==> src/rtl/cmp_filter.sv <==
// cmp_filter: complementary pitch/roll blend with gyro weight ALPHA/128, yaw passthrough.
// Define CMP_FILTER_ROUND_EN for round-half-up instead of floor.
module cmp_filter #(
  parameter int ALPHA = 99
) (
  input  logic        clk,
  input  logic        rst_n,
  input  logic        cmp_filter_en,
  input  logic [23:0] cur_pitch_gyro,
  input  logic [23:0] cur_roll_gyro,
  input  logic [23:0] cur_yaw_gyro,
  input  logic [23:0] cur_pitch_acc,
  input  logic [23:0] cur_roll_acc,
  output logic [23:0] cur_pitch,
  output logic [23:0] cur_roll,
  output logic [23:0] cur_yaw
);
  if (ALPHA < 0 || ALPHA > 128) begin : g_alpha_chk
    $error("cmp_filter: ALPHA must be in 0..128");
  end
  localparam logic signed [32:0] WG = 33'(ALPHA);
  localparam logic signed [32:0] WA = 33'(128 - ALPHA);
  // Convex combination of two 24-bit values, so truncation back to 24 bits is lossless.
  function automatic logic [23:0] blend(input logic signed [23:0] g, input logic signed [23:0] a);
    logic signed [32:0] s;
`ifdef CMP_FILTER_ROUND_EN
    s = WG * 33'(g) + WA * 33'(a) + 33'sd64;
`else
    s = WG * 33'(g) + WA * 33'(a);
`endif
    return 24'(s >>> 7);
  endfunction
  always_ff @(posedge clk or posedge rst_n)
    if (rst_n) begin
      cur_pitch <= '0;
      cur_roll  <= '0;
      cur_yaw   <= '0;
    end else if (cmp_filter_en) begin
      cur_pitch <= blend(cur_pitch_gyro, cur_pitch_acc);
      cur_roll  <= blend(cur_roll_gyro, cur_roll_acc);
      cur_yaw   <= cur_yaw_gyro;
    end
endmodule

==> config.mk <==
export PLATFORM = sky130hd
export DESIGN_NAME = cmp_filter
export DESIGN_NICKNAME = d
export VERILOG_FILES = /design/src/rtl/cmp_filter.sv
export SDC_FILE = /design/constraint.sdc
export NUM_CORES = 1
export LEC_CHECK = 0
export BUFFER_PORTS_ARGS = -buffer_cell sky130_fd_sc_hd__buf_2
export CAP_MARGIN = 0
export CORE_UTILIZATION = 35
export DETAILED_ROUTE_END_ITERATION = 16
export GPL_TIMING_DRIVEN = 0
export MAX_ROUTING_LAYER = met4
export PLACE_DENSITY = 0.6
export SYNTH_ARGS = -nofsm -noshare
export SYNTH_HDL_FRONTEND = slang
export SYNTH_SLANG_ARGS = --single-unit
export TNS_END_PERCENT = 20
==> constraint.sdc <==
create_clock -name clk -period 2.6 [get_ports clk]
set_clock_uncertainty 0.15 [all_clocks]
set_input_delay 0.26 -clock clk [delete_from_list [all_inputs] [get_ports clk]]
set_output_delay 0.26 -clock clk [all_outputs]
set_load 0.005 [all_outputs]
# Yosys cells after proc, flatten, opt, wreduce, memory -nomap -nowiden
# Index checks and enable logic that the tools add are counted.
[word_totals]
ff_bits = 72
input_bits = 123
out_inout_bits = 72
word_cells = 9
[classes]
addsub = 2
multipliers = 4
[ops]
columns = ["op", "count"]
rows = [
  ["31-bit by 30-bit adder with 31-bit output", 2],
  ["8-bit by 24-bit multiplier with 31-bit output (first input constant)", 2],
  ["6-bit by 24-bit multiplier with 30-bit output (first input constant)", 2],
]

# Longest topological paths before layout
# Gate-level depths: netlist (run 1).
[logic_depth]
depth_word = 2
depth_mapped = 22
depth_no_buf = 21

# Worst setup path before layout (run 1)
# Ideal clock, no wire load.
[synth_path]
path_kind = "input-to-reg"
from = "input cur_pitch_gyro[3]"
to = "register cur_pitch[22]"
setup_ns = 0.104
t_arrival_ns = 5.370
required_time_ns = 2.346
setup_slack_ns = -3.024
path_stages = 20
n_path_buf = 1
path_cell_list = "ha_1 -> inv_1 -> fa_1 -> inv_1 -> fa_1 -> fa_1 -> fa_1 -> inv_1 -> fa_1 -> inv_1 -> ha_1 -> a21oi_1 -> o21ai_1 -> a32o_1 -> o31a_1 -> and3_1 -> buf_2 -> o31a_1 -> or4_1 -> o311ai_1"
[synth_between]
elab_chain_cells = 2
[synth_lines]
columns = ["item", "line_no", "text"]
rows = [
  ["start: declaration", "9", "input logic [23:0] cur_pitch_gyro,"],
  ["8-bit by 24-bit multiplier with 31-bit output", "29", "s = WG * 33'(g) + WA * 33'(a);"],
  ["31-bit by 30-bit adder with 31-bit output", "29", ""],
  ["end signal: assignment", "39", "cur_pitch <= blend(cur_pitch_gyro, cur_pitch_acc);"],
  ["end: declaration", "14", "output logic [23:0] cur_pitch,"],
]
# Every way passes these cells.
# A chain may end at the register's enable or synchronous reset.

# Final worst setup path (run 1)
[layout_path]
from = "input cur_pitch_acc[5]"
to = "register cur_pitch[22]"
[layout_between]
elab_chain_cells = 2
[layout_lines]
columns = ["item", "line_no", "text"]
rows = [
  ["start: declaration", "12", "input logic [23:0] cur_pitch_acc,"],
  ["6-bit by 24-bit multiplier with 30-bit output", "29", ""],
  ["31-bit by 30-bit adder with 31-bit output", "29", ""],
]
# Every way passes these cells.

==> run summary, run 1 <==
===============================================================================================
Top-level port count                                                                        195
Most frequent cells in the layout                                                  sky130_fd_sc_hd__inv_1, sky130_fd_sc_hd__fa_1, sky130_fd_sc_hd__ha_1
Number of vias after detailed routing                                                     11500
CP max FO                                                                                     4
Number of distinct standard cells referenced by the synthesized netlist                      58
Initial antenna violation count                                                               0
Net count of the mapped netlist                                                            2306
RSZ-0062 raised after global routing                                                       true
Gate count of the mapped netlist                                                           1617
Layout cell share with drive strength beyond 1                                            0.234
CTS root buf                                                                       sky130_fd_sc_hd__clkbuf_16
Violated checks                                                                    setup timing
Path type of the worst min-delay path                                                 in -> reg
Top area cells in the synthesized netlist                                          sky130_fd_sc_hd__fa_1, sky130_fd_sc_hd__ha_1, sky130_fd_sc_hd__inv_1, sky130_fd_sc_hd__dfrtp_1, sky130_fd_sc_hd__mux2_2
Required time of the critical path                                                      2.70 ns
Vias in the first global route                                                            12600
Clock input transition at the sequential cells of the worst setup and hold paths        0.06 ns
Launching element type of the critical path                                           input pin
Grt total ovfl                                                                                0
Hold Violations, Final                                                                        0
Tmin final                                                                              5.25 ns
Count of H-tree levels built during CTS                                                       3
Worst-Skew Late Latency                                                                 0.35 ns
Critical Path AT                                                                        5.36 ns
Filler Cells Inserted                                                                      4253
Total standard cell area after synthesis                                            15900 sq um
Register area share after synthesis                                                       0.113
Total CTS buffers                                                                             9
Maximum number of pins on one net before global-route repair                                 40
Share of the clock period used by the worst path                                           2.02
Routed Antenna Nets                                                                           0
Share of async-settable or async-resettable flops after synthesis                          1.00
Upper clock frequency limit                                                             190 MHz
Number of DRC violations after detailed-routing iteration 0                                 428
Detailed-route vias per instance                                                           4.64
Count of final setup violators                                                               48
Total Negative Setup Slacks                                                          -104.74 ns
Result of the run                                                                  complete, but fails checks
Crit path kind                                                                        in -> reg
Flip-flop and latch count after synthesis                                                    72
Worst slew margin relative to its limit                                                   0.349
Clock tree from TritonCTS                                                                 built
Final slew viol count                                                                         0
Average footprint of a synthesized cell                                              9.85 sq um
Area of the die                                                                     46400 sq um
Initial core utilization                                                                  0.358
DR WL/cell                                                                              14.5 um
Final RePlAce weighted congestion                                                         0.858
Yosys Warn Count                                                                              0
Most frequent standard cell in the layout excluding fill and tap cells             sky130_fd_sc_hd__inv_1
Width of the chip                                                                        215 um
Fraction of post-synthesis cell area in the top cell type by area                         0.359
Primary FF master, synth                                                           sky130_fd_sc_hd__dfrtp_1
Final #Nets                                                                                2569
Final Util                                                                                0.443
Library cell occupying the most area in the post-synthesis netlist                 sky130_fd_sc_hd__fa_1
Maximum Capacitance Violations                                                                0
Diode insertion count for antenna repair                                                      0
Setup crit end kind                                                                    register
First-pass GRT wire length                                                              61.2 mm
Number of enable flip-flop cells after synthesis                                              0
DP Worst Slack                                                                         -3.33 ns
DIE HEIGHT                                                                               215 um
Total global routing track utilization                                                    0.171
Slew at the pin closest to its max-slew limit                                          0.977 ns
Post-Route WL                                                                           35.9 mm
Post-route setup slack                                                                 -2.65 ns
Sum of net half-perimeters after detailed placement                                     30.8 mm
Area growth, synth to finish                                                              23.7%
1st-pass router iterations                                                                    4
Row count                                                                                    77
Clock sink count                                                                             72
Maximum number of buffers from clock root to sink                                             2
Placeable core region                                                               44500 sq um
Port bufs                                                                                   193
DRC violation count after routing                                                             0
===============================================================================================
-- critical path, cell delays in order --
cell and delay (ns):
sky130_fd_sc_hd__buf_12 0.11, sky130_fd_sc_hd__ha_4 0.25, sky130_fd_sc_hd__inv_2 0.03, sky130_fd_sc_hd__fa_1 0.52
sky130_fd_sc_hd__inv_1 0.05, sky130_fd_sc_hd__fa_1 0.47, sky130_fd_sc_hd__inv_1 0.05, sky130_fd_sc_hd__fa_1 0.52
sky130_fd_sc_hd__inv_2 0.05, sky130_fd_sc_hd__ha_4 0.25, sky130_fd_sc_hd__inv_2 0.03, sky130_fd_sc_hd__fa_1 0.49
sky130_fd_sc_hd__inv_2 0.05, sky130_fd_sc_hd__ha_4 0.21, sky130_fd_sc_hd__and3_4 0.17, sky130_fd_sc_hd__a221oi_4 0.34
sky130_fd_sc_hd__nor3b_4 0.09, sky130_fd_sc_hd__o31a_1 0.37, sky130_fd_sc_hd__and3_4 0.18, sky130_fd_sc_hd__o31a_1 0.32
sky130_fd_sc_hd__or4_4 0.47, sky130_fd_sc_hd__o311ai_4 0.08
-- metrics by stage --
stage,hold slack (ns),std cells,cell area [sq um]
3_5_place_dp,0.186,2403,17800
5_1_grt,0.0125,2477,19700
6_report,0.0305,2477,19700
4_1_cts,0.00884,2463,19300
2_1_floorplan,0.262,1617,16100
3_3_place_gp,0.311,2402,17800
-- routing by layer --
metal	global-route usage	vias up	wire length, um
met4	0.0253	0	398
met2	0.291	149	17900
li1	-	5487	-
met3	0.0330	33	1550
met5	-	-	0
met1	0.213	5830	16100
-- worst paths after layout --
path	startpoint	end	slack, ns	cells past startpoint
min in group asynchronous	rst_n	cur_yaw[12]$_DFFE_PP0P_	0.34	3
max in group asynchronous	rst_n	cur_yaw[9]$_DFFE_PP0P_	1.34	4
worst max register to register	cur_pitch[22]$_DFFE_PP0P_	cur_pitch[22]$_DFFE_PP0P_	1.50	2
worst min register to register	cur_roll[23]$_DFFE_PP0P_	cur_roll[23]$_DFFE_PP0P_	0.33	2
worst max-delay path	cur_pitch_acc[5]	cur_pitch[22]$_DFFE_PP0P_	-2.65	22
worst min-delay path	cur_yaw_gyro[13]	cur_yaw[13]$_DFFE_PP0P_	0.03	2
-- flip-flops by register name (all words and copies together), names as in the netlist --
signal,count
cur_pitch,24
cur_roll,24
cur_yaw,24
-- area by class of cell --
class	count	area, sq um	area share
Buffer	20	83.8	0.00426
Multi-Input combinational cell	969	13000	0.659
Inverter	553	2080	0.105
Timing Repair Buffer	255	1730	0.0878
Tap cell	592	741	0.0376
Clock buffer	9	225	0.0114
Clock inverter	7	62.6	0.00318
Sequential cell	72	1800	0.0915
-- cell families after synthesis --
logic type	Yosys count	share of synthesized area
buffers and inverters	576	0.136
adder cells (fa/ha/maj)	566	0.579
AO/OA/AOI/OAI	175	0.0731
AND/OR/NAND/NOR	139	0.0425
flip-flops	72	0.113
multiplexers	47	0.0331
XOR/XNOR	42	0.0231
-- cells in the mapped netlist, types with 2 or more instances --
library cell	instances
sky130_fd_sc_hd__inv_1	552
sky130_fd_sc_hd__fa_1	286
sky130_fd_sc_hd__ha_1	280
sky130_fd_sc_hd__dfrtp_1	72
sky130_fd_sc_hd__a21oi_1	55
sky130_fd_sc_hd__mux2_2	46
sky130_fd_sc_hd__nand2_1	40
sky130_fd_sc_hd__xnor2_1	32
sky130_fd_sc_hd__nor2_1	30
sky130_fd_sc_hd__a21o_1	24
sky130_fd_sc_hd__clkbuf_1	21
sky130_fd_sc_hd__o21ai_0	20
sky130_fd_sc_hd__and3_1	11
sky130_fd_sc_hd__nand3_1	11
sky130_fd_sc_hd__nor3_1	10
sky130_fd_sc_hd__xor2_1	10
sky130_fd_sc_hd__o21a_1	9
sky130_fd_sc_hd__o31ai_1	9
sky130_fd_sc_hd__nor2b_1	8
sky130_fd_sc_hd__a31oi_1	7
sky130_fd_sc_hd__and2_1	6
sky130_fd_sc_hd__o311ai_0	6
sky130_fd_sc_hd__a211oi_1	5
sky130_fd_sc_hd__o21bai_1	5
sky130_fd_sc_hd__or3_1	5
sky130_fd_sc_hd__nand4_1	4
sky130_fd_sc_hd__nor4_1	4
sky130_fd_sc_hd__o31a_1	4
sky130_fd_sc_hd__nand2b_1	3
sky130_fd_sc_hd__o2111ai_1	3
sky130_fd_sc_hd__o211ai_1	3
sky130_fd_sc_hd__a211o_1	2
sky130_fd_sc_hd__a21boi_0	2
sky130_fd_sc_hd__a31o_2	2
sky130_fd_sc_hd__a41o_1	2
sky130_fd_sc_hd__nor3b_1	2
sky130_fd_sc_hd__o21ai_1	2
sky130_fd_sc_hd__o221ai_1	2
sky130_fd_sc_hd__o22ai_1	2
sky130_fd_sc_hd__or4_1	2
-- what timing repair did --
item / CTS / global route
endpoints found under the setup margin: 48 / 48
setup buffers: 22 / 15
endpoints found under the hold margin: 56 / 0
gates resized for setup: 156 / 81
pin swaps: 75 / 61
hold buffers: 24 / 0
Power of run 1 is left out: the tool's default activity adds up to more than one toggle a clock period on the data nets, which glitch-free logic cannot reach.
==> run 2, diff against run 1 <==
--- a/config.mk
+++ b/config.mk
@@ -12,6 +12,7 @@
 export GPL_TIMING_DRIVEN = 0
 export MAX_ROUTING_LAYER = met4
 export PLACE_DENSITY = 0.6
+export SETUP_SLACK_MARGIN = 0.5
 export SYNTH_ARGS = -nofsm -noshare
 export SYNTH_HDL_FRONTEND = slang
 export SYNTH_SLANG_ARGS = --single-unit
==> run 2 against run 1 <==
The run still ends with setup timing left. First-iteration DRC count decreased by 28%. Via count decreased by 0.48%. Final cell count about the same. Setup slack got worse by 0.086 ns. Count of clock-buffer cells in the layout increased by 1. Final area increased by 0.57%. Critical path depth decreased by 1. Flip-flop and latch count unchanged. Core utilization increased by 0.25 points. Fmax decreased by 1.6%. Die area unchanged. Wire length decreased by 0.78%.
==> run summary, run 2 (synthesis results as in run 1) <==
===============================================================================================
Result of the run                                                                  complete, but fails checks   unchanged
Violated checks                                                                    setup timing   unchanged
Uppermost signal routing layer after detailed routing                                      met4   unchanged
DIE HEIGHT                                                                               215 um   unchanged
Post-route setup slack                                                                 -2.74 ns   was -2.65 ns
Maximum Capacitance Violations                                                                0   unchanged
Routed Antenna Nets                                                                           0   unchanged
Setup crit end kind                                                                    register   unchanged
Sum of net half-perimeters after detailed placement                                     30.7 mm   was 30.8 mm
Vias in the first global route                                                            12700   was 12600
Number of vias after detailed routing                                                     11400   was 11500
Count of H-tree levels built during CTS                                                       3   unchanged
Hold worst-path end                                                                cur_pitch[14]$_DFFE_PP0P_   was cur_yaw[13]$_DFFE_PP0P_
Slew at the pin closest to its max-slew limit                                          0.960 ns   was 0.977 ns
Number of DRC violations after detailed-routing iteration 0                                 309   was 428
Maximum number of buffers from clock root to sink                                             2   unchanged
CP max FO                                                                                     5   was 4
Path type of the worst min-delay path                                                reg -> reg   was in -> reg
Most frequent cells in the layout                                                  sky130_fd_sc_hd__inv_1, sky130_fd_sc_hd__fa_1, sky130_fd_sc_hd__ha_1   unchanged
Initial antenna violation count                                                               0   unchanged
Width of the chip                                                                        215 um   unchanged
Hold Violations, Final                                                                        0   unchanged
Launching element type of the critical path                                           input pin   unchanged
Area of the die                                                                     46400 sq um   unchanged
Diode insertion count for antenna repair                                                      0   unchanged
Grt total ovfl                                                                                0   unchanged
Placeable core region                                                               44500 sq um   unchanged
Critical-path cell list                                                            buf_2 > ha_4 > fa_1 > fa_1 > inv_1 > fa_1 > fa_1 > inv_1 > fa_2 > ha_4 > a21oi_2 > o21ai_2 > a32o_2 > o31a_1 > and3_4 > buf_6 > o31a_1 > buf_4 > buf_6 > nor3_4 > o31ai_2   was buf_12 > ha_4 > inv_2 > fa_1 > inv_1 > fa_1 > inv_1 > fa_1 > inv_2 > ha_4 > inv_2 > fa_1 > inv_2 > ha_4 > and3_4 > a221oi_4 > nor3b_4 > o31a_1 > and3_4 > o31a_1 > or4_4 > o311ai_4
RSZ-0062 raised after global routing                                                       true   unchanged
Maximum number of pins on one net before global-route repair                                 42   was 40
Final #Nets                                                                                2571   was 2569
Tmin final                                                                              5.34 ns   was 5.25 ns
Delay of the slowest cell on the worst path                                             0.56 ns   was 0.52 ns
Reg-to-reg setup timing slack                                                           1.55 ns   was 1.50 ns
Source of the worst register-to-register timing path                               cur_roll[22]$_DFFE_PP0P_   was cur_pitch[22]$_DFFE_PP0P_
DRT met1 WL                                                                             16.3 mm   was 16.1 mm
Clock tree from TritonCTS                                                                 built   unchanged
Worst slew margin relative to its limit                                                   0.360   was 0.349
Count of final setup violators                                                               48   unchanged
Share of the clock period used by the worst path                                           2.05   was 2.02
CTS root buf                                                                       sky130_fd_sc_hd__clkbuf_16   unchanged
Placed Cells                                                                               2403   unchanged
Layout cell share with drive strength beyond 1                                            0.239   was 0.234
Initial core utilization                                                                  0.358   unchanged
Most used cell along the critical path                                             sky130_fd_sc_hd__fa_1
DR WL/cell                                                                              14.4 um   was 14.5 um
Largest regs                                                                       cur_pitch (24), cur_roll (24), cur_yaw (24)   unchanged
Port bufs                                                                                   193   unchanged
Count of non-filler cells in the finished layout                                           2479   was 2477
Worst Reg2Reg Path Length in Cells                                                            2   unchanged
Final RePlAce weighted congestion                                                         0.834   was 0.858
Worst-Skew Late Latency                                                                 0.35 ns   about the same
Total global routing track utilization                                                    0.170   was 0.171
Total CTS buffers                                                                             9   unchanged
Clock sink count                                                                             72   unchanged
Post-Route WL                                                                           35.7 mm   was 35.9 mm
Final slew viol count                                                                         0   unchanged
DRC violation count after routing                                                             0   unchanged
Clock input transition at the sequential cells of the worst setup and hold paths        0.06 ns   about the same
Capturing point of the worst reg2reg path                                          cur_roll[22]$_DFFE_PP0P_   was cur_pitch[22]$_DFFE_PP0P_
Critical-path top delay cell                                                       sky130_fd_sc_hd__fa_2   was sky130_fd_sc_hd__fa_1
Met2 Wirelength                                                                         17.5 mm   was 17.9 mm
First-pass GRT wire length                                                              61.4 mm   was 61.2 mm
Length of routed met3 wiring                                                            1.66 mm   was 1.55 mm
Final Util                                                                                0.445   was 0.443
Crit path kind                                                                        in -> reg   unchanged
Required time of the critical path                                                      2.66 ns   was 2.70 ns
Most frequent standard cell in the layout excluding fill and tap cells             sky130_fd_sc_hd__inv_1   unchanged
Top-level port count                                                                        195   unchanged
Row count                                                                                    77   unchanged
Area growth, synth to finish                                                              24.4%   was 23.7%
Worst min-delay path startpoint                                                    cur_pitch[14]$_DFFE_PP0P_   was cur_yaw_gyro[13]
Worst Hold Path Cells                                                                         2   unchanged
Detailed-route vias per instance                                                           4.62   was 4.64
Critical Path AT                                                                        5.40 ns   was 5.36 ns
1st-pass router iterations                                                                    4   unchanged
Upper clock frequency limit                                                             187 MHz   was 190 MHz
===============================================================================================
-- run 2: changes by cell type in the layout (fill, tap and decap cells not counted), moves of 3 or more --
cell | previous run | this run
sky130_fd_sc_hd__inv_2 | 15 | 20
sky130_fd_sc_hd__inv_6 | 3 | 0
sky130_fd_sc_hd__buf_12 | 7 | 3
sky130_fd_sc_hd__ha_4 | 39 | 50
sky130_fd_sc_hd__ha_1 | 234 | 227
sky130_fd_sc_hd__nor3_4 | 0 | 3
sky130_fd_sc_hd__buf_4 | 38 | 33
sky130_fd_sc_hd__ha_2 | 7 | 3
sky130_fd_sc_hd__inv_1 | 536 | 531
sky130_fd_sc_hd__buf_2 | 167 | 171
sky130_fd_sc_hd__buf_6 | 12 | 15
-- run 2: layer usage --
| layer | vias to the layer above | GRT usage |
|---|---|---|
| met5 | - | - |
| met4 | 0 | 0.0227 |
| met3 | 21 | 0.0355 |
| met2 | 163 | 0.282 |
| met1 | 5755 | 0.218 |
| li1 | 5505 | - |
-- run 2: worst max-delay path, delay by kind of cell --
kind            cells  cell delay, ns
simple gates        2            0.34
compound gates      6            1.17
fa+ha+maj           7            2.99
buf+inv             6            0.64
-- run 2: how the worst max path moves through the flow --
stage | start | endpoint | slack [ns]
3_5_place_dp | cur_pitch_acc[5] | cur_pitch[20]$_DFFE_PP0P_ | -3.34
6_report | cur_pitch_acc[7] | cur_pitch[16]$_DFFE_PP0P_ | -2.74
4_1_cts | cur_pitch_acc[4] | cur_pitch[22]$_DFFE_PP0P_ | -2.88
2_1_floorplan | cur_pitch_acc[5] | cur_pitch[22]$_DFFE_PP0P_ | -2.82
5_1_grt | cur_pitch_acc[1] | cur_pitch[16]$_DFFE_PP0P_ | -2.92
3_3_place_gp | cur_pitch_acc[5] | cur_pitch[22]$_DFFE_PP0P_ | -3.31
-- run 2: layout make-up --
type | count | area (sq um)
fillers | 4351 | 24700
inverters | 553 | 2080
clock inverters | 6 | 46.3
multi-input cells | 969 | 13100
flip-flops and latches | 72 | 1800
plain buffers | 23 | 106
well taps | 592 | 741
clock buffers | 10 | 229
repair buffers | 254 | 1710
-- run 2: through the flow --
stage / cell area [sq um] / hold WS [ns] / setup WS [ns] / TNS [ns]
final: 19800 / 0.333 / -2.74 / -106.51
after global routing: 19800 / 0.357 / -2.92 / -114.39
after CTS: 19300 / 0.315 / -2.88 / -105.66
after detailed placement: 18200 / 0.163 / -3.34 / -128.23
after global placement: 18100 / 0.311 / -3.31 / -184.73
after floorplan: 16400 / 0.262 / -2.82 / -103.87
-- run 2: repair_timing --
action	4_1_cts	5_1_grt
setup buffers	19	16
hold endpoints to repair	55	0
gates resized for setup	102	89
hold buffers	25	0
endpoints found under the setup margin	55	55
pin swaps	57	56
Power of run 2 is left out for the same reason.
==> run 3, diff against run 2 <==
--- a/config.mk
+++ b/config.mk
@@ -5,9 +5,10 @@
 export SDC_FILE = /design/constraint.sdc
 export NUM_CORES = 1
 export LEC_CHECK = 0
-export BUFFER_PORTS_ARGS = -buffer_cell sky130_fd_sc_hd__buf_2
+export BUFFER_PORTS_ARGS = -buffer_cell sky130_fd_sc_hd__clkbuf_2
 export CAP_MARGIN = 0
 export CORE_UTILIZATION = 35
+export CTS_CLUSTER_SIZE = 10
 export DETAILED_ROUTE_END_ITERATION = 16
 export GPL_TIMING_DRIVEN = 0
 export MAX_ROUTING_LAYER = met4
==> run 3 against run 2 <==
The run still ends with setup timing left. Count of clock-buffer cells in the layout unchanged. Sequential share of layout area grew 0.070 points. Non-clock buffer count down 16. Die area stayed put. Core utilization fell by 0.34 points. Fmax down 1.3%. Hold slack better by 0.0054 ns. Final area shrank 0.76%. Critical path depth is the same. Largest cell class unchanged.
==> run summary, run 3 (synthesis results as in run 1) <==
===============================================================================================
Worst slew margin relative to its limit                                                   0.360   about the same
Routed Antenna Nets                                                                           0   unchanged
Top-level port count                                                                        195   unchanged
Sum of net half-perimeters after detailed placement                                     30.9 mm   was 30.7 mm
CTS root buf                                                                       sky130_fd_sc_hd__clkbuf_16   unchanged
Row count                                                                                    77   unchanged
Share of the clock period used by the worst path                                           2.08   was 2.05
RSZ-0062 raised after global routing                                                       true   unchanged
DRC violation count after routing                                                             0   unchanged
Worst Reg2Reg Path Length in Cells                                                            2   unchanged
Required time of the critical path                                                      2.71 ns   was 2.66 ns
Source of the worst register-to-register timing path                               cur_pitch[21]$_DFFE_PP0P_   was cur_roll[22]$_DFFE_PP0P_
First-pass GRT wire length                                                              61.6 mm   was 61.4 mm
Post-route setup slack                                                                 -2.81 ns   was -2.74 ns
Diode insertion count for antenna repair                                                      0   unchanged
Detailed-route vias per instance                                                           4.63   was 4.62
Placeable core region                                                               44500 sq um   unchanged
Violated checks                                                                    setup timing   unchanged
Total CTS buffers                                                                             9   unchanged
Initial antenna violation count                                                               0   unchanged
Clock sink count                                                                             72   unchanged
Worst-Skew Late Latency                                                                 0.35 ns   about the same
Hold worst-path end                                                                cur_roll[23]$_DFFE_PP0P_   was cur_pitch[14]$_DFFE_PP0P_
Setup crit end kind                                                                    register   unchanged
Crit path kind                                                                        in -> reg   unchanged
Worst min-delay path startpoint                                                    cur_roll[23]$_DFFE_PP0P_   was cur_pitch[14]$_DFFE_PP0P_
Largest regs                                                                       cur_pitch (24), cur_roll (24), cur_yaw (24)   unchanged
DIE HEIGHT                                                                               215 um   unchanged
Final #Nets                                                                                2555   was 2571
Port bufs                                                                                   193   unchanged
Most frequent standard cell in the layout excluding fill and tap cells             sky130_fd_sc_hd__inv_1   unchanged
Maximum number of pins on one net before global-route repair                                 42   unchanged
1st-pass router iterations                                                                    4   unchanged
Total global routing track utilization                                                    0.170   about the same
Reg-to-reg setup timing slack                                                           1.57 ns   was 1.55 ns
Result of the run                                                                  complete, but fails checks   unchanged
Slew at the pin closest to its max-slew limit                                          0.959 ns   was 0.960 ns
Worst Hold Path Cells                                                                         2   unchanged
Grt total ovfl                                                                                0   unchanged
Upper clock frequency limit                                                             185 MHz   was 187 MHz
Initial core utilization                                                                  0.358   unchanged
Width of the chip                                                                        215 um   unchanged
Final RePlAce weighted congestion                                                         0.834   about the same
Layout cell share with drive strength beyond 1                                            0.227   was 0.239
Critical Path AT                                                                        5.52 ns   was 5.40 ns
Post-Route WL                                                                           35.3 mm   was 35.7 mm
Capturing point of the worst reg2reg path                                          cur_pitch[21]$_DFFE_PP0P_   was cur_roll[22]$_DFFE_PP0P_
Clock input transition at the sequential cells of the worst setup and hold paths        0.06 ns   about the same
Smallest hold slack                                                                    0.339 ns   was 0.333 ns
CP max FO                                                                                     5   unchanged
Vias in the first global route                                                            12800   was 12700
Path type of the worst min-delay path                                                reg -> reg   unchanged
Tmin final                                                                              5.41 ns   was 5.34 ns
Hold Violations, Final                                                                        0   unchanged
Count of final setup violators                                                               48   unchanged
DR WL/cell                                                                              14.3 um   was 14.4 um
Count of H-tree levels built during CTS                                                       3   unchanged
Maximum Capacitance Violations                                                                0   unchanged
Number of vias after detailed routing                                                     11400   about the same
Number of DRC violations after detailed-routing iteration 0                                 297   was 309
Most frequent cells in the layout                                                  sky130_fd_sc_hd__inv_1, sky130_fd_sc_hd__fa_1, sky130_fd_sc_hd__ha_1   unchanged
Maximum number of buffers from clock root to sink                                             2   unchanged
Final slew viol count                                                                         0   unchanged
Launching element type of the critical path                                           input pin   unchanged
Area of the die                                                                     46400 sq um   unchanged
Clock tree from TritonCTS                                                                 built   unchanged
Area growth, synth to finish                                                              23.4%   was 24.4%
===============================================================================================
run 3: final cells by class:
cell class,count,area [sq um]
plain buffers,23,108
clock buffers,10,229
clock inverters,6,93.8
fillers,4286,24800
inverters,553,2080
multi-input cells,969,13000
flip-flops and latches,72,1800
well taps,592,741
repair buffers,238,1600
run 3: how the worst max path moves through the flow:
stage / startpoint / endpoint / cells past startpoint
after global placement: cur_pitch_acc[5] / cur_pitch[22]$_DFFE_PP0P_ / 23
after global routing: cur_pitch_gyro[3] / cur_pitch[16]$_DFFE_PP0P_ / 22
after CTS: cur_pitch_acc[4] / cur_pitch[22]$_DFFE_PP0P_ / 19
final: cur_pitch_gyro[6] / cur_pitch[16]$_DFFE_PP0P_ / 21
after detailed placement: cur_pitch_acc[5] / cur_pitch[22]$_DFFE_PP0P_ / 23
after floorplan: cur_pitch_acc[5] / cur_pitch[22]$_DFFE_PP0P_ / 22
run 3: stage by stage:
| step | instance area (sq um) | setup TNS (ns) | utilization | std cells | worst slack [ns] |
|---|---|---|---|---|---|
| floorplan | 16400 | -103.87 | - | 1617 | -2.82 |
| global placement | 18100 | -183.22 | 0.407 | 2402 | -3.32 |
| detailed placement | 18200 | -129.44 | 0.408 | 2403 | -3.35 |
| CTS | 19400 | -106.02 | 0.436 | 2461 | -2.89 |
| global route | 19700 | -113.83 | 0.442 | 2463 | -2.94 |
| finish | 19700 | -106.71 | 0.442 | 2463 | -2.81 |
run 3: critical path, stage by stage:
cell,delay [ns]
sky130_fd_sc_hd__buf_2,0.16
sky130_fd_sc_hd__ha_1,0.29
sky130_fd_sc_hd__inv_1,0.05
sky130_fd_sc_hd__fa_1,0.49
sky130_fd_sc_hd__inv_1,0.05
sky130_fd_sc_hd__fa_1,0.55
sky130_fd_sc_hd__fa_1,0.44
sky130_fd_sc_hd__fa_1,0.50
sky130_fd_sc_hd__inv_1,0.05
sky130_fd_sc_hd__fa_1,0.47
sky130_fd_sc_hd__inv_1,0.06
sky130_fd_sc_hd__ha_4,0.23
sky130_fd_sc_hd__and3_1,0.18
sky130_fd_sc_hd__a32o_2,0.27
sky130_fd_sc_hd__o31a_1,0.32
sky130_fd_sc_hd__and3_4,0.18
sky130_fd_sc_hd__buf_6,0.11
sky130_fd_sc_hd__o31a_1,0.30
sky130_fd_sc_hd__buf_4,0.17
sky130_fd_sc_hd__o21a_1,0.16
sky130_fd_sc_hd__o31ai_1,0.22
run 3: what timing repair did:
action,in CTS,in global routing
setup buffers,17,2
hold endpoints to repair,55,0
hold buffers,25,0
endpoints found under the setup margin,55,55
gates resized for setup,105,62
pin swaps,49,26
run 3: layer usage:
metal	vias up	global-route usage	part of all wire
li1	5469	-	-
met5	-	-	0
met3	20	0.0344	0.045
met4	0	0.0243	0.0080
met2	160	0.282	0.48
met1	5755	0.219	0.46
Power of run 3 is left out for the same reason.
